**src/rtl/button_event_decoder.sv**
```systemverilog
// Turns a debounced button level into press/release/short/long/repeat event pulses plus a wrapping press count.
// Auto-repeat in the LONG state is built only when BUTTON_AUTO_REPEAT_EN is defined.
module button_event_decoder #(
   parameter int LONG_CYCLES   = 50000000,
   parameter int REPEAT_CYCLES = 10000000,
   parameter int CNT_WIDTH     = 27
) (
   input  logic       clk,
   input  logic       reset_n,
   input  logic       debounced,
   output logic       press_pulse,
   output logic       release_pulse,
   output logic       short_press,
   output logic       long_press,
   output logic       repeat_pulse,
   output logic       held,
   output logic [7:0] press_count
);

   typedef enum logic [1:0] {
      IDLE    = 2'b00,
      PRESSED = 2'b01,
      LONG    = 2'b10
   } state_t;

   localparam int CNT_MAX = (LONG_CYCLES > REPEAT_CYCLES) ? LONG_CYCLES : REPEAT_CYCLES;
   localparam logic [CNT_WIDTH-1:0] LONG_LAST = CNT_WIDTH'(LONG_CYCLES - 1);

   if ((LONG_CYCLES < 2) || (REPEAT_CYCLES < 1) || ($clog2(CNT_MAX) > CNT_WIDTH)) begin : g_bad_params
      $error("button_event_decoder: illegal LONG_CYCLES/REPEAT_CYCLES/CNT_WIDTH combination");
   end

   state_t               state_r;
   state_t               state_nxt_s;
   logic [CNT_WIDTH-1:0] hold_cnt_r;
   logic [CNT_WIDTH-1:0] hold_cnt_nxt_s;
   logic                 press_nxt_s;
   logic                 release_nxt_s;
   logic                 short_nxt_s;
   logic                 long_nxt_s;
   logic                 press_r;
   logic                 release_r;
   logic                 short_r;
   logic                 long_r;
   logic                 held_r;
   logic [7:0]           press_count_r;

   // State and hold counter registers
   always_ff @(posedge clk or negedge reset_n) begin
      if (!reset_n) begin
         state_r    <= IDLE;
         hold_cnt_r <= {CNT_WIDTH{1'b0}};
      end else begin
         state_r    <= state_nxt_s;
         hold_cnt_r <= hold_cnt_nxt_s;
      end
   end

   // Next-state logic; release is tested before the long threshold so it wins a tie
   always_comb begin
      state_nxt_s    = IDLE;
      hold_cnt_nxt_s = hold_cnt_r;
      case (state_r)
         IDLE: begin
            if (debounced) begin
               state_nxt_s    = PRESSED;
               hold_cnt_nxt_s = {CNT_WIDTH{1'b0}};
            end else begin
               state_nxt_s    = IDLE;
            end
         end
         PRESSED: begin
            if (!debounced) begin
               state_nxt_s    = IDLE;
            end else if (hold_cnt_r == LONG_LAST) begin
               state_nxt_s    = LONG;
            end else begin
               state_nxt_s    = PRESSED;
               hold_cnt_nxt_s = hold_cnt_r + {{(CNT_WIDTH-1){1'b0}}, 1'b1};
            end
         end
         LONG: begin
            state_nxt_s = debounced ? LONG : IDLE;
         end
         default: begin
            state_nxt_s = IDLE;
         end
      endcase
   end

   // Next values of the event pulses
   always_comb begin
      press_nxt_s   = (state_r == IDLE) && debounced;
      release_nxt_s = ((state_r == PRESSED) || (state_r == LONG)) && !debounced;
      short_nxt_s   = (state_r == PRESSED) && !debounced;
      long_nxt_s    = (state_r == PRESSED) && debounced && (hold_cnt_r == LONG_LAST);
   end

   // Registered outputs
   always_ff @(posedge clk or negedge reset_n) begin
      if (!reset_n) begin
         press_r       <= 1'b0;
         release_r     <= 1'b0;
         short_r       <= 1'b0;
         long_r        <= 1'b0;
         held_r        <= 1'b0;
         press_count_r <= 8'd0;
      end else begin
         press_r       <= press_nxt_s;
         release_r     <= release_nxt_s;
         short_r       <= short_nxt_s;
         long_r        <= long_nxt_s;
         held_r        <= (state_nxt_s != IDLE);
         press_count_r <= press_nxt_s ? (press_count_r + 8'd1) : press_count_r;
      end
   end

`ifdef BUTTON_AUTO_REPEAT_EN
   localparam logic [CNT_WIDTH-1:0] REPEAT_LAST = CNT_WIDTH'(REPEAT_CYCLES - 1);

   logic [CNT_WIDTH-1:0] rpt_cnt_r;
   logic [CNT_WIDTH-1:0] rpt_cnt_nxt_s;
   logic                 repeat_nxt_s;
   logic                 repeat_r;

   // Repeat counter restarts on entry to LONG and on every repeat pulse
   always_comb begin
      repeat_nxt_s  = (state_r == LONG) && debounced && (rpt_cnt_r == REPEAT_LAST);
      rpt_cnt_nxt_s = rpt_cnt_r;
      case (state_r)
         PRESSED: rpt_cnt_nxt_s = long_nxt_s ? {CNT_WIDTH{1'b0}} : rpt_cnt_r;
         LONG: begin
            if (!debounced) begin
               rpt_cnt_nxt_s = rpt_cnt_r;
            end else if (repeat_nxt_s) begin
               rpt_cnt_nxt_s = {CNT_WIDTH{1'b0}};
            end else begin
               rpt_cnt_nxt_s = rpt_cnt_r + {{(CNT_WIDTH-1){1'b0}}, 1'b1};
            end
         end
         default: rpt_cnt_nxt_s = rpt_cnt_r;
      endcase
   end

   // Repeat counter and pulse registers
   always_ff @(posedge clk or negedge reset_n) begin
      if (!reset_n) begin
         rpt_cnt_r <= {CNT_WIDTH{1'b0}};
         repeat_r  <= 1'b0;
      end else begin
         rpt_cnt_r <= rpt_cnt_nxt_s;
         repeat_r  <= repeat_nxt_s;
      end
   end

   assign repeat_pulse = repeat_r;
`else
   assign repeat_pulse = 1'b0;
`endif

   assign press_pulse   = press_r;
   assign release_pulse = release_r;
   assign short_press   = short_r;
   assign long_press    = long_r;
   assign held          = held_r;
   assign press_count   = press_count_r;

endmodule

```
**config.mk**
```make
export PLATFORM = sky130hd
export DESIGN_NAME = button_event_decoder
export DESIGN_NICKNAME = d
export VERILOG_FILES = /design/src/rtl/button_event_decoder.sv
export SDC_FILE = /design/constraint.sdc
export NUM_CORES = 1
export LEC_CHECK = 0
export CAP_MARGIN = 10
export CORE_MARGIN = 8
export CORE_UTILIZATION = 55
export CTS_BUF_LIST = sky130_fd_sc_hd__clkbuf_2
export DETAILED_ROUTE_END_ITERATION = 7
export DONT_BUFFER_PORTS = 1
export PLACE_DENSITY = 0.71
export SLEW_MARGIN = 20
export SYNTH_ARGS = -nofsm -noshare
export SYNTH_HDL_FRONTEND = slang
export SYNTH_SLANG_ARGS = --single-unit
```
**constraint.sdc**
```tcl
create_clock -name clk -period 4.55 [get_ports clk]
set_input_delay 0.455 -clock clk [delete_from_list [all_inputs] [get_ports clk]]
set_output_delay 0.455 -clock clk [all_outputs]
set_load 0.01 [all_outputs]
```
==> results_dict.tcl, run 1 <==
set metrics [dict create \
    status "finished clean" \
    setup_viol 0 \
    placeableCoreArea_um2 3940 \
    irDropWorstVdd_mv 0.209 \
    rrSetupSlack_ns 1.84 \
    crit_path_start "hold_cnt_r[0]" \
    min_period_ns 2.71 \
    avgSynthCellArea_um2 9.63 \
    antennaDiodeCount 0 \
    cts.clk_slew.worst_paths_ns 0.22 \
    synth_seq_area_share_pct 47.5 \
    wl_per_cell_um 16.4 \
    worst-path-stages 6 \
    antenna_found_initial 0 \
    initialDrtViolationCount 136 \
    fin_crit_sh_pct 59.5 \
    cts_buffer_depth 2 \
    critPathTopFamily "compound AO/OA/AOI/OAI gates" \
    holdWs_ns 0.0590 \
    grt_max_degree 43 \
    internal_power_mw 0.607 \
    post_cts_buffers 0 \
    dieWidth_um 79.5 \
    post-place-ws_ns 1.93 \
    design.final.nets 234 \
    clock_latency_ns 0.42 \
    min_path_type "input port to flop" \
    grt_pass1_wl_mm 7.74 \
    port_buffers 0 \
    synthCells 230 \
    synth.top_cell.area_share_pct 47.5 \
    io_pins 17 \
    initial_core_util_pct 56.2 \
    syn_to_final_growth_pct 4.29 \
    clock-root-buffer "clkbuf_2" \
    synth_fp_nets 239 \
    path_cells "ha_1 > nand2_1 > or2_0 > o31ai_4 > nand2_2 > a31oi_1" \
    leakage_nw 1.00 \
    yosysTopAreaCell "dfrtp_1" \
    async_flop_share_pct 100 \
    cp_max_fo 22 \
    clock.fmax_mhz 370 \
    synth_common_cells "dfrtp_1 (42), nand2_1 (33), a31oi_1 (18)" \
    die_y_um 79.5 \
    layout-drive-gt1-share_pct 5.75 \
    end_kind "flop" \
    fin_worst_skew_ns 0.0193 \
    cts_resized 0 \
    cpMaxStageDelayCell "o31ai_4" \
    synth_area_um2 2210 \
    grt-ovfl-total 0 \
    worstPathArrival_ns 3.04 \
    die-area_um2 6310 \
    synth_cell_types 44 \
    pwr-share-seq_pct 55.3 \
    synth-seq-cells 42 \
    grt_pass1_vias 1572 \
    tns_ns 0 \
    worst_pin_slew_ns 0.862 \
    route.detailed.drc 0 \
    start_kind "flop" \
    power_mw 0.862 \
    synth_xor_area_share_pct 2.77 \
    place_area_um2 2190 \
    cp.required_ns 4.89 \
    cts_sinks 42 \
    dp.cells 266 \
    utilization_pct 58.6 \
    hold_buffers 2 \
    synth_edf_count 0 \
    synth_compound_area_share_pct 16.5 \
    crit_buf_inv 0 \
    placementRows 23 \
    p_switching_mw 0.255 \
    final_area_um2 2310 \
    ant_nets 0 \
    layout.cells.non_filler 276 \
    crit-reg2reg-launch "hold_cnt_r[0]" \
    synth_top_family_by_area "simple AND/OR/NAND/NOR gates" \
    slew_violations 0 \
    synthMuxAreaShare_pct 2.26 \
    totalWireLength_mm 4.53 \
    synthAdderAreaFrac_pct 3.39 \
    numCtsBuffers 5 \
    criticalPathCategory "flop to flop" \
    rsz0062_at_grt "no" \
    synth_warnings 0 \
    relSlewSlack_pct 42.5 \
    p_clk_share_pct 31.0 \
    combPwrFrac_pct 13.7 \
    vias 1735 \
    ys_top_cells_by_area "dfrtp_1 (47%), nand2_1 (5.6%), a31oi_1 (5.1%)" \
    p_sw_share_pct 29.6 \
    first_pass_iters 4 \
    grt_usage_pct 15.3 \
    htree_levels 2 \
    cp_slowest_stage_delay_ns 0.80 \
    min_path_cells 1 \
    place_congestion 0.814 \
    timing.hold.worst.start "debounced" \
    power.density_nw_per_um2 373 \
    fin_ws_ns 1.84 \
    finalHoldViolations 0 \
    cap_violations 0 \
    rr_worst_depth 6 \
    yosysMostFrequentCell "dfrtp_1" \
    dp_hpwl_mm 3.11 \
    cts_tree "yes" \
    ys.flop_type "dfrtp_1" \
    viasPerCell 6.29 \
    synthSimpleGateAreaFrac_pct 22.0 \
]
## kinds of logic (layout without fill, tap and decap cells)
| family | after synthesis | in the layout |
|---|---|---|
| AOI/OAI and AO/OA | 52 | 52 |
| xor gates and xnor gates | 7 | 7 |
| adders and majority gates | 6 | 6 |
| buffers and inverters | 22 | 18 |
| DFF | 42 | 42 |
| muxes | 5 | 5 |
| other | 1 | 1 |
| and+or+nand+nor | 95 | 95 |
## placed cells by master, fill, tap and decap left out, types with 2 or more instances in the layout
| master | netlist | layout |
|---|---|---|
| o21ai_0 | 5 | 5 |
| clkbuf_2 | 1 | 5 |
| o31ai_1 | 4 | 4 |
| a41oi_1 | 3 | 3 |
| a31oi_1 | 18 | 18 |
| nand3_1 | 15 | 15 |
| and4_1 | 2 | 2 |
| nor2b_1 | 3 | 3 |
| inv_1 | 7 | 7 |
| mux2i_1 | 5 | 5 |
| nor4_1 | 6 | 6 |
| nor2_1 | 11 | 11 |
| bufinv_16 | 0 | 2 |
| nand4_1 | 12 | 12 |
| xnor2_1 | 5 | 5 |
| o21ai_1 | 3 | 3 |
| a21oi_1 | 5 | 5 |
| nor3_1 | 2 | 2 |
| nand2_1 | 33 | 33 |
| o311ai_0 | 3 | 3 |
| ha_1 | 6 | 6 |
| dfrtp_1 | 42 | 42 |
| xor2_1 | 2 | 2 |
| o41ai_1 | 3 | 3 |
| and3_1 | 3 | 3 |
| o211ai_1 | 2 | 2 |
## power by group through the flow
stage          Sequential, mW  Combinational [mW]  Clock (mW)
3_5_place_dp            0.486               0.110           0
4_1_cts                 0.479               0.121       0.274
6_report                0.476               0.118       0.267
2_1_floorplan           0.471              0.0990           0
3_3_place_gp            0.482               0.106           0
5_1_grt                 0.486               0.136       0.290
## state kept, by name, summed over array words and instances, names as in the netlist
signal	cells
long_press	1
press_count	8
held	1
short_press	1
release_pulse	1
hold_cnt_r	27
state_r	2
press_pulse	1
## per-layer routing
metal | part of all wire, % | up-vias | GRT usage [%]
met5 | 0 | - | 0
met4 | 1.2 | 0 | 6.11
met3 | 5.9 | 7 | 4.50
met2 | 47 | 41 | 22.2
met1 | 46 | 841 | 20.8
li1 | - | 846 | -
## final cells by class
cell class,count,area [um2]
Fill cell,348,1630
Clock inverter,3,63.8
Inverter,7,26.3
Clock buffer,5,25.0
Timing Repair Buffer,3,37.5
Multi-Input combinational cell,166,1040
Sequential cell,42,1050
Tap cell,50,62.6
## worst paths after layout
kind	endpoint
max	hold_cnt_r[13]
min	release_pulse
max reg2reg	hold_cnt_r[13]
min reg2reg	hold_cnt_r[15]
max in group asynchronous	hold_cnt_r[26]
min in group asynchronous	press_count[6]
Note: power is estimated with default switching activity, not from simulation.
==> run 2: changes to the inputs <==
==> constraint.sdc (replaced) <==
create_clock -name clk -period 2.8 [get_ports clk]
set_input_delay 0.28 -clock clk [delete_from_list [all_inputs] [get_ports clk]]
set_output_delay 0.28 -clock clk [all_outputs]
set_load 0.01 [all_outputs]
==> run 2 against run 1 <==
Power increased by 54%. Via count up 0.17%. Clock skew up 0.0011 ns. Register-to-register slack worse by 1.3 ns. Fmax up 19%. Die area did not move. Sequential share of layout area is 0.22 points lower. Non-clock buffer count up 4. Worst hold slack got worse by 0.052 ns.
==> results_dict.tcl, run 2 (synthesis gave the netlist of run 1 again) <==
set metrics [dict create \
    clock.fmax_mhz 440 \
    fin_worst_skew_ns 0.0205 \
    fin_crit_sh_pct 81.2 \
    cpMaxStageDelayCell "o31a_1" \
    relSlewSlack_pct 51.4 \
    initialDrtViolationCount 124 \
    p_switching_mw 0.420 \
    finalHoldViolations 0 \
    grt-ovfl-total 0 \
    path_cells "ha_1 > nand2_1 > or2_0 > o31a_1 > a21oi_1 > a41o_1" \
    regMostFlops "hold_cnt_r" \
    crit_path_start "hold_cnt_r[0]" \
    dp_hpwl_mm 3.09 \
    place_congestion 0.827 \
    totalWireLength_mm 4.61 \
    wl_per_cell_um 16.5 \
    placeableCoreArea_um2 3940 \
    vias 1738 \
    p_clk_share_pct 26.6 \
    internal_power_mw 0.909 \
    slew_violations 0 \
    clock_latency_ns 0.40 \
    power.density_nw_per_um2 572 \
    grt_pass1_wl_mm 7.96 \
    cap_violations 0 \
    pwr-share-seq_pct 58.1 \
    die_y_um 79.5 \
    grt_pass1_vias 1653 \
    placementRows 23 \
    design.final.nets 238 \
    ant_nets 0 \
    crit-reg2reg-launch "hold_cnt_r[0]" \
    route.detailed.drc 0 \
    r2r_end "hold_cnt_r[2]" \
    htree_levels 2 \
    rr_worst_depth 6 \
    cts_sinks 42 \
    end_kind "flop" \
    cts_tree "yes" \
    setup_viol 0 \
    tns_ns 0 \
    cts.clk_slew.worst_paths_ns 0.22 \
    initial_core_util_pct 56.2 \
    min_period_ns 2.27 \
    grt_usage_pct 15.7 \
    post_cts_buffers 0 \
    antennaDiodeCount 0 \
    rrSetupSlack_ns 0.53 \
    antenna_found_initial 0 \
    syn_to_final_growth_pct 4.80 \
    numCtsBuffers 5 \
    port_buffers 0 \
    layout_common_cells "dfrtp_1 (42), nand2_1 (33), a31oi_1 (18)" \
    cp.required_ns 3.11 \
    layout-drive-gt1-share_pct 7.39 \
    largest_reg_flops 27 \
    clock-root-buffer "clkbuf_2" \
    rsz0062_at_grt "no" \
    leakage_nw 1.01 \
    criticalPathCategory "flop to flop" \
    power_mw 1.33 \
    start_kind "flop" \
    layout_commonest_cell "dfrtp_1" \
    endpoint "hold_cnt_r[2]" \
    dieWidth_um 79.5 \
    cts_buffer_depth 2 \
    min_path_type "input port to flop" \
    die-area_um2 6310 \
    cp_max_fo 15 \
    worst_pin_slew_ns 0.723 \
    combPwrFrac_pct 15.3 \
    io_pins 17 \
    grt_max_degree 43 \
    status "finished clean" \
    p_sw_share_pct 31.6 \
    first_pass_iters 4 \
    worstPathArrival_ns 2.58 \
    viasPerCell 6.21 \
    irDropWorstVdd_mv 0.312 \
    cp_slowest_stage_delay_ns 0.61 \
]
run 2: cell types whose count changed in the layout (fill, tap and decap cells not counted):
cell           before  now
bufinv_16           2    1
clkinv_1            1    0
buf_4               1    4
clkbuf_2            5    6
clkinvlp_4          0    1
dlygate4sd3_1       1    2
run 2: area by class of cell:
cell class / instances / area (um2)
multi-input cells: 166 / 1040
well taps: 50 / 62.6
repair buffers: 7 / 70.1
fillers: 333 / 1620
inverters: 7 / 26.3
clock buffers: 6 / 30.0
flip-flops and latches: 42 / 1050
clock inverters: 2 / 37.5
run 2: worst min path at each step:
| stage | from | endpoint | slack (ns) | cells past startpoint |
|---|---|---|---|---|
| 2_1_floorplan | reset_n | held | -0.02 | 0 |
| 3_3_place_gp | reset_n | hold_cnt_r[0] | -0.01 | 0 |
| 3_5_place_dp | reset_n | hold_cnt_r[3] | -0.01 | 0 |
| 4_1_cts | debounced | state_r[1] | 0.006 | 2 |
| 5_1_grt | debounced | state_r[1] | 0.0007 | 2 |
| 6_report | debounced | state_r[1] | 0.007 | 2 |
run 2: power by group through the flow:
stage                     Combinational, mW  Sequential, mW  Clock, mW
after detailed placement              0.186           0.786          0
after global routing                  0.234           0.785      0.389
final                                 0.203           0.772      0.353
after CTS                             0.206           0.774      0.364
after floorplan                       0.161           0.765          0
after global placement                0.180           0.782          0
run 2: stage by stage:
stage | utilization (%) | instance area [um2] | std cells | hold WS (ns) | setup slack [ns]
floorplan | - | 2210 | 230 | -0.0156 | 0.961
global placement | 56.1 | 2210 | 269 | -0.0138 | 0.641
detailed placement | 56.1 | 2210 | 269 | -0.0141 | 0.592
CTS | 58.9 | 2320 | 280 | 0.00630 | 0.572
global route | 58.9 | 2320 | 280 | 0.000688 | 0.349
finish | 58.9 | 2320 | 280 | 0.00732 | 0.526
run 2: worst max-delay path, delay by kind of cell (launching register included):
family	cells	cell delay, ns
adders and majority gates	1	0.25
AOI/OAI and AO/OA	3	0.98
DFF	1	0.45
and+or+nand+nor	2	0.53
run 2: routing by layer:
| layer | routed length [um] | track usage (%) |
|---|---|---|
| met2 | 2150 | 24.7 |
| met5 | 0 | 0 |
| met3 | 247 | 3.15 |
| met4 | 59 | 6.11 |
| met1 | 2150 | 20.7 |
run 2: repair_timing:
item	CTS	global route
gates resized for setup	0	0
hold buffers	3	0
hold endpoints to repair	45	0
